--- src/rtl/y_demux2_tdm_pkg.sv ---
// Shared types and default sizing for the two-way TDM lane demultiplexer.
package y_demux2_tdm_pkg;
  typedef enum logic {HUNT = 1'b0, COLLECT = 1'b1} state_e;

  localparam int DEF_WIDTH = 2;
  localparam int DEF_LANES = 2;
endpackage

--- src/rtl/y_demux2_tdm_lane_reg.sv ---
// One write-enabled lane slot of the frame shadow register.
module y_lane_reg #(
  parameter int WIDTH = 2
) (
  input  logic             clk,
  input  logic             rst_n,
  input  logic             we,
  input  logic [WIDTH-1:0] d,
  output logic [WIDTH-1:0] q
);
  logic [WIDTH-1:0] q_q, q_d;

  always_comb q_d = we ? d : q_q;

  always_ff @(posedge clk or negedge rst_n)
    if (!rst_n) q_q <= '0;
    else        q_q <= q_d;

  assign q = q_q;
endmodule

--- src/rtl/y_demux2_tdm.sv ---
// Collects LANES time-multiplexed samples into one frame and presents it
// on a valid/ready output register; flags early restarts and overruns.
module y_demux2_tdm
  import y_demux2_tdm_pkg::*;
#(
  parameter int WIDTH = DEF_WIDTH,
  parameter int LANES = DEF_LANES,
  parameter int CNT_W = $clog2(LANES)
) (
  input  logic                   clk,
  input  logic                   rst_n,
  input  logic                   in_valid,
  input  logic                   in_sof,
  input  logic [WIDTH-1:0]       in_data,
  output logic                   out_valid,
  input  logic                   out_ready,
  output logic [LANES*WIDTH-1:0] out_data,
  output logic                   err_sync,
  output logic                   err_ovr
);
  localparam logic [CNT_W-1:0] LAST = CNT_W'(LANES - 1);

  if (LANES < 2 || LANES > 16) begin : g_bad_lanes
    $error("y_demux2_tdm: LANES must be in 2..16");
  end

  state_e                        state_q, state_d;
  logic [CNT_W-1:0]              cnt_q, cnt_d;
  logic [LANES-1:0]              lane_we;
  logic [LANES-1:0][WIDTH-1:0]   shadow_q;
  logic [LANES-1:0][WIDTH-1:0]   frame_new;
  logic [LANES-1:0][WIDTH-1:0]   out_data_q, out_data_d;
  logic                          out_valid_q, out_valid_d;
  logic                          sync_q, sync_d;
  logic                          ovr_q, ovr_d;
  logic                          complete, load;

  for (genvar k = 0; k < LANES; k++) begin : g_lane
    y_lane_reg #(.WIDTH(WIDTH)) u_lane (
      .clk   (clk),
      .rst_n (rst_n),
      .we    (lane_we[k]),
      .d     (in_data),
      .q     (shadow_q[k])
    );
  end

  // Lane FSM: in_sof always restarts at lane 0, even on the final-lane slot.
  always_comb begin
    state_d  = state_q;
    cnt_d    = cnt_q;
    lane_we  = '0;
    sync_d   = 1'b0;
    complete = 1'b0;
    if (in_valid) begin
      if (in_sof) begin
        lane_we[0] = 1'b1;
        cnt_d      = CNT_W'(1);
        state_d    = COLLECT;
        sync_d     = (state_q == COLLECT);
      end else if (state_q == COLLECT) begin
        for (int k = 0; k < LANES; k++)
          if (cnt_q == CNT_W'(k)) lane_we[k] = 1'b1;
        if (cnt_q == LAST) begin
          complete = 1'b1;
          state_d  = HUNT;
          cnt_d    = '0;
        end else begin
          cnt_d = cnt_q + CNT_W'(1);
        end
      end
    end
  end

  // The final lane lands in the shadow on the same edge the frame is loaded,
  // so splice it in here to keep the output load atomic.
  always_comb begin
    for (int k = 0; k < LANES; k++)
      frame_new[k] = lane_we[k] ? in_data : shadow_q[k];
  end

  always_comb begin
    load        = complete && (!out_valid_q || out_ready);
    ovr_d       = complete && out_valid_q && !out_ready;
    out_data_d  = load ? frame_new : out_data_q;
    out_valid_d = out_valid_q;
    if (load)                         out_valid_d = 1'b1;
    else if (out_valid_q && out_ready) out_valid_d = 1'b0;
  end

  always_ff @(posedge clk or negedge rst_n)
    if (!rst_n) begin
      state_q     <= HUNT;
      cnt_q       <= '0;
      out_data_q  <= '0;
      out_valid_q <= 1'b0;
      sync_q      <= 1'b0;
      ovr_q       <= 1'b0;
    end else begin
      state_q     <= state_d;
      cnt_q       <= cnt_d;
      out_data_q  <= out_data_d;
      out_valid_q <= out_valid_d;
      sync_q      <= sync_d;
      ovr_q       <= ovr_d;
    end

  assign out_valid = out_valid_q;
  assign out_data  = out_data_q;
  assign err_sync  = sync_q;
  assign err_ovr   = ovr_q;
endmodule
--- config.mk ---
export PLATFORM = sky130hd
export DESIGN_NAME = y_demux2_tdm
export DESIGN_NICKNAME = d
export VERILOG_FILES = /design/src/rtl/y_demux2_tdm_pkg.sv /design/src/rtl/y_demux2_tdm_lane_reg.sv /design/src/rtl/y_demux2_tdm.sv
export SDC_FILE = /design/constraint.sdc
export NUM_CORES = 1
export LEC_CHECK = 0
export ABC_AREA = 1
export CAP_MARGIN = 20
export CORE_AREA = 3 3 40 42
export CTS_CLUSTER_DIAMETER = 30
export DETAILED_ROUTE_END_ITERATION = 8
export DIE_AREA = 0 0 43 45
export SYNTH_ARGS = -nofsm -noshare
export SYNTH_HDL_FRONTEND = slang
export SYNTH_SLANG_ARGS = --single-unit
--- constraint.sdc ---
create_clock -name clk -period 2.1 [get_ports clk]
set_clock_uncertainty 0.2 [all_clocks]
set_input_delay 0.21 -clock clk [delete_from_list [all_inputs] [get_ports clk]]
set_output_delay 0.21 -clock clk [all_outputs]
set_load 0.03 [all_outputs]
[After elaboration in Yosys (flattened, before gate mapping)]
Index checks and enable logic that the tools add are counted.
Storage, ports and cells
  memories kept: 0
  output and inout bits: 7
  bits in latches: 0
  register bits: 13
  input port bits: 7
  bits in writable memories: 0
  memory bits (read-only): 0
  logic and storage cells: 40
Cells by class
  reduce and logical (&&, ||, !) cells: 10
  add/sub/neg operators: 1
  mux-type cells: 20
  $mul: 0
  shift operators: 0
  div/mod/pow operators: 0
  bitwise logic cells: 0
  order comparisons: 0
  eq/ne operators: 0
Operators by type and width (number)
  2-to-1 mux 1 bit: 16
  2-to-1 mux 2 bit: 4
  logical AND 1 bit: 4
  nonzero test 2 bit: 2
  logical NOT 1 bit: 2
  AND reduction 2 bit: 1
  adder 1 bit, second input constant: 1
  logical OR 1 bit: 1

[Longest topological paths before layout]
  depth in word-level cells: 6
  depth in mapped cells: 6
  gate-level depth less buffers: 6

[By module]
From an unflattened synthesis, not the netlist that was laid out.
Unflattened totals
  cell total of the unflattened synthesis: 57
  area, all modules: 475.5 um^2
Modules (own cells, without submodules)
  y_demux2_tdm: seq. area each 225.2 um^2, cells each 48, area each 399.1 um^2, times used 1
  y_lane_reg: seq. area each 50.0 um^2, cells each 9, area each 76.3 um^2, times used 1

[Least setup slack after synthesis]
OpenSTA, ideal clock, no wires.
  path type: reg2reg
  start: reg out_valid_q, in the netlist out_valid
  end: reg out_data_q, in the netlist out_data[2]
  clock period less this slack: 1.284 ns
  cell stages (with the launch flop): 7
  arrival time: 1.007 ns
  setup time: 0.077 ns
  buffers on the path: 0
  required time: 1.823 ns
  setup slack: 0.816 ns
  path through: dfrtp_1 inv_1 nor2_4 inv_1 nand3_2 nand2_1 o21ai_1
On the way
  longest elaborated chain between the ends: 3
RTL lines
  start: declaration: RTL line y_demux2_tdm.sv:33  | logic out_valid_q, out_valid_d;
  start signal: assignment: RTL line y_demux2_tdm.sv:103  | out_valid_q <= out_valid_d;
  logical NOT 1 bit: RTL line y_demux2_tdm.sv:83  | load = complete && (!out_valid_q || out_ready);
  logical OR 1 bit: RTL line y_demux2_tdm.sv:83
  logical AND 1 bit: RTL line y_demux2_tdm.sv:83
  end signal: assignment: RTL line y_demux2_tdm.sv:102  | out_data_q <= out_data_d;
  end: declaration: RTL line y_demux2_tdm.sv:32  | logic [LANES-1:0][WIDTH-1:0] out_data_q, out_data_d;
Every way passes these cells.
A chain may end at the register's enable or synchronous reset.

[Final worst setup path]
  start: reg out_valid_q, in the netlist out_valid
  end: out out_valid
RTL lines
  end: declaration: RTL line y_demux2_tdm.sv:15  | output logic out_valid,
No word-level cell between the ends.

==> results.py <==
metrics = {
    "critical_path": {
        "crit_path_max_incr_delay_ns": 0.67,
        "critPathMaxFanout": 2,
        "r2r-start": "out_valid$_DFFE_PN0P_",
        "worstPathRequired_ns": 1.69,
        "ff2ff_setup_slack_ns": 0.87,
        "crit_path_end_kind": "output port",
        "crit_type": "flip-flop to output port",
        "cp_num_buf_inv": 1,
        "cp-startpoint": "out_valid$_DFFE_PN0P_",
        "crit_chain": "clkdlybuf4s50_1",
        "slowest_stage": "clkdlybuf4s50_1",
        "crit_path_start_kind": "flip-flop",
        "crit_family": "buffers and inverters",
        "worst_ep_arrival_time_ns": 1.30,
    },
    "clocking": {
        "clockRootBuffer": "clkbuf_4",
        "clk_pin_slew_ns": 0.08,
        "cts_hold_buf": 0,
        "cts_buffer_depth": 2,
        "cts-resized-gates": 0,
        "clock-sinks": 11,
        "cts_buffers": 3,
        "cts_tree": "built",
        "htree_levels": 1,
        "clock_latency_ns": 0.27,
        "postCtsSetupRepairBufs": 0,
    },
    "synth": {
        "synth_top_area_frac": 0.5612,
        "yosys-top-cells-count": "dfrtp_1, nand2_1, inv_1, nand2_2, nand3_1",
        "syn_nets": 59,
        "yosysTopAreaCell": "dfrtp_1",
        "synth_xor_area_frac": 0,
        "postSynthAreaPerCell_um2": 9.432,
        "ys_seq_area_frac": 0.5612,
        "ys.flop_type": "dfrtp_1",
        "synthAdderAreaFrac": 0,
        "synth_area_um2": 490.5,
        "synth_most_common_cell": "dfrtp_1",
        "muxShareOfSynthArea": 0,
        "synth_top_family_by_area": "simple AND/OR/NAND/NOR gates",
        "synth-compound-area-share": 0.04082,
        "synth_edf_count": 0,
        "ys_warn_count": 0,
        "synth-seq-cells": 11,
        "async_reset_ff_frac": 1.000,
        "ys_top_cells_by_area": "dfrtp_1, nand2_1, nor2_4",
        "synthDistinctLibCells": 13,
        "synthSimpleGateAreaFrac": 0.3214,
        "syn_inst": 52,
    },
    "pwr": {
        "power.clock.fraction": 0.195,
        "peakVddDrop_mv": 0.4272,
        "p_switching_w": 0.0002855,
        "p_int_w": 0.0004741,
        "sw_frac_of_total": 0.3758,
        "combPwrFrac": 0.402,
        "p_leak_nw": 0.3302,
        "power.density_nw_per_um2": 1141,
        "power_frac_seq": 0.403,
        "total_power_w": 0.0007595,
    },
    "global_route": {
        "grt_max_degree": 12,
        "grt-ovfl-total": 0,
        "antenna_found_initial": 0,
        "grt_pass1_vias": 344,
        "track_usage": 0.1156,
        "grt_pass1_wl_um": 1483,
    },
    "cells_and_area": {
        "area_delta_synth_final_pct": 35.71,
        "n_antenna_cell": 0,
        "final_nets": 77,
        "drive_gt1_frac": 0.2029,
    },
    "drt": {
        "drc": 0,
        "viasPerCell": 4.286,
        "drtAntennaViolNets": 0,
        "num_vias": 360,
        "dr.first_iter.drc_count": 5,
        "drt_wl_total_um": 886,
        "routedWlPerCell_um": 10.55,
        "drtPass1Iterations": 3,
    },
    "placed_design": {
        "globalplace.congestion": 0.7535,
        "port_buffers": 13,
        "dp_hpwl_um": 656.2,
        "dpl_worst_slack_ns": 0.5803,
    },
    "floorplanning": {
        "dieWidth_um": 43,
        "io_pins": 14,
        "dieArea_um2": 1935,
        "coreArea_um2": 1285,
        "die_h_um": 45,
        "row_count": 13,
        "initial_core_util": 0.3817,
    },
    "timing": {
        "slew_headroom": 0.6722,
        "setup_viol": 0,
        "fmax_mhz": 584.9,
        "rsz0062_at_grt": "no",
        "timing.hold.ws_ns": 0.06173,
        "finalHoldViolCount": 0,
        "tightest_slew_ns": 0.4901,
        "layout_setup_ws_ns": 0.3902,
        "fin_crit_ns": 1.710,
        "final.period_utilization": 0.8142,
        "slew_violations": 0,
        "setup_tns_ns": 0,
    },
    "run_status": {
        "outcome": "finished clean",
    },
    "worst_hold_path": {
        "hp-class": "input pin to async pin",
    },
    "run": {
        "maxCapViolations": 0,
    },
}
-- power groups by stage --
stage	Sequential, W	Clock (W)	Combinational, W
5_1_grt	0.000315	0.000170	0.000331
6_report	0.000306	0.000148	0.000305
2_1_floorplan	0.000394	0	0.000100
3_5_place_dp	0.000310	0	0.000307
3_3_place_gp	0.000310	0	0.000307
4_1_cts	0.000307	0.000157	0.000310
-- state kept, by name, summed over array words and instances, names as in the netlist --
| name | cells |
|---|---|
| err_ovr | 1 |
| cnt_q | 1 |
| state_q | 1 |
| err_sync | 1 |
| out_valid | 1 |
| out_data | 4 |
| g_lane.u_lane.q | 2 |
-- layout by cell type (no fill, tap or decap), drive strengths merged --
cell type      count
and2               2
nand2             15
nor2               5
inv               10
o21ai              4
dfrtp             11
clkbuf             4
clkdlybuf4s50     13
nand3              5
-- final timing paths --
check | to | cells after the start
hold reg to reg | out_data[0]$_DFFE_PN0P_ | 2
max in group asynchronous | out_data[1]$_DFFE_PN0P_ | 1
setup reg to reg | out_data[3]$_DFFE_PN0P_ | 6
min in group clk | out_data[0]$_DFFE_PN0P_ | 2
hold / removal | err_sync$_DFF_PN0_ | 1
setup / recovery | out_valid | 1
-- final cells by class --
cell class                 count  area (um2)
sequential                    11       275.3
multi-input combinational     31       177.7
tap                           15       18.77
fill                         122       619.3
clock buffer                   4       26.28
inverter                      10       37.54
timing repair buffer          13       130.1
-- per-stage QoR --
step / instances / utilization / area, um2
6_report: 84 / 0.5180 / 665.6
5_1_grt: 84 / 0.5180 / 665.6
4_1_cts: 84 / 0.5180 / 665.6
3_5_place_dp: 80 / 0.4976 / 639.4
3_3_place_gp: 80 / 0.4976 / 639.4
2_1_floorplan: 52 / - / 490.5
-- cell families after synthesis --
| family | count (synthesis) |
|---|---|
| AOI/OAI and AO/OA | 4 |
| buffers and inverters | 10 |
| and+or+nand+nor | 27 |
| DFF | 11 |
-- metal layers --
metal / up-vias / global-route usage / part of all wire
li1: 192 / - / -
met1: 157 / 0.1278 / 0.44
met2: 7 / 0.1677 / 0.49
met3: 4 / 0.03586 / 0.032
met4: 0 / 0.1265 / 0.033
met5: - / 0 / 0
(Power assumes the default switching activity.)
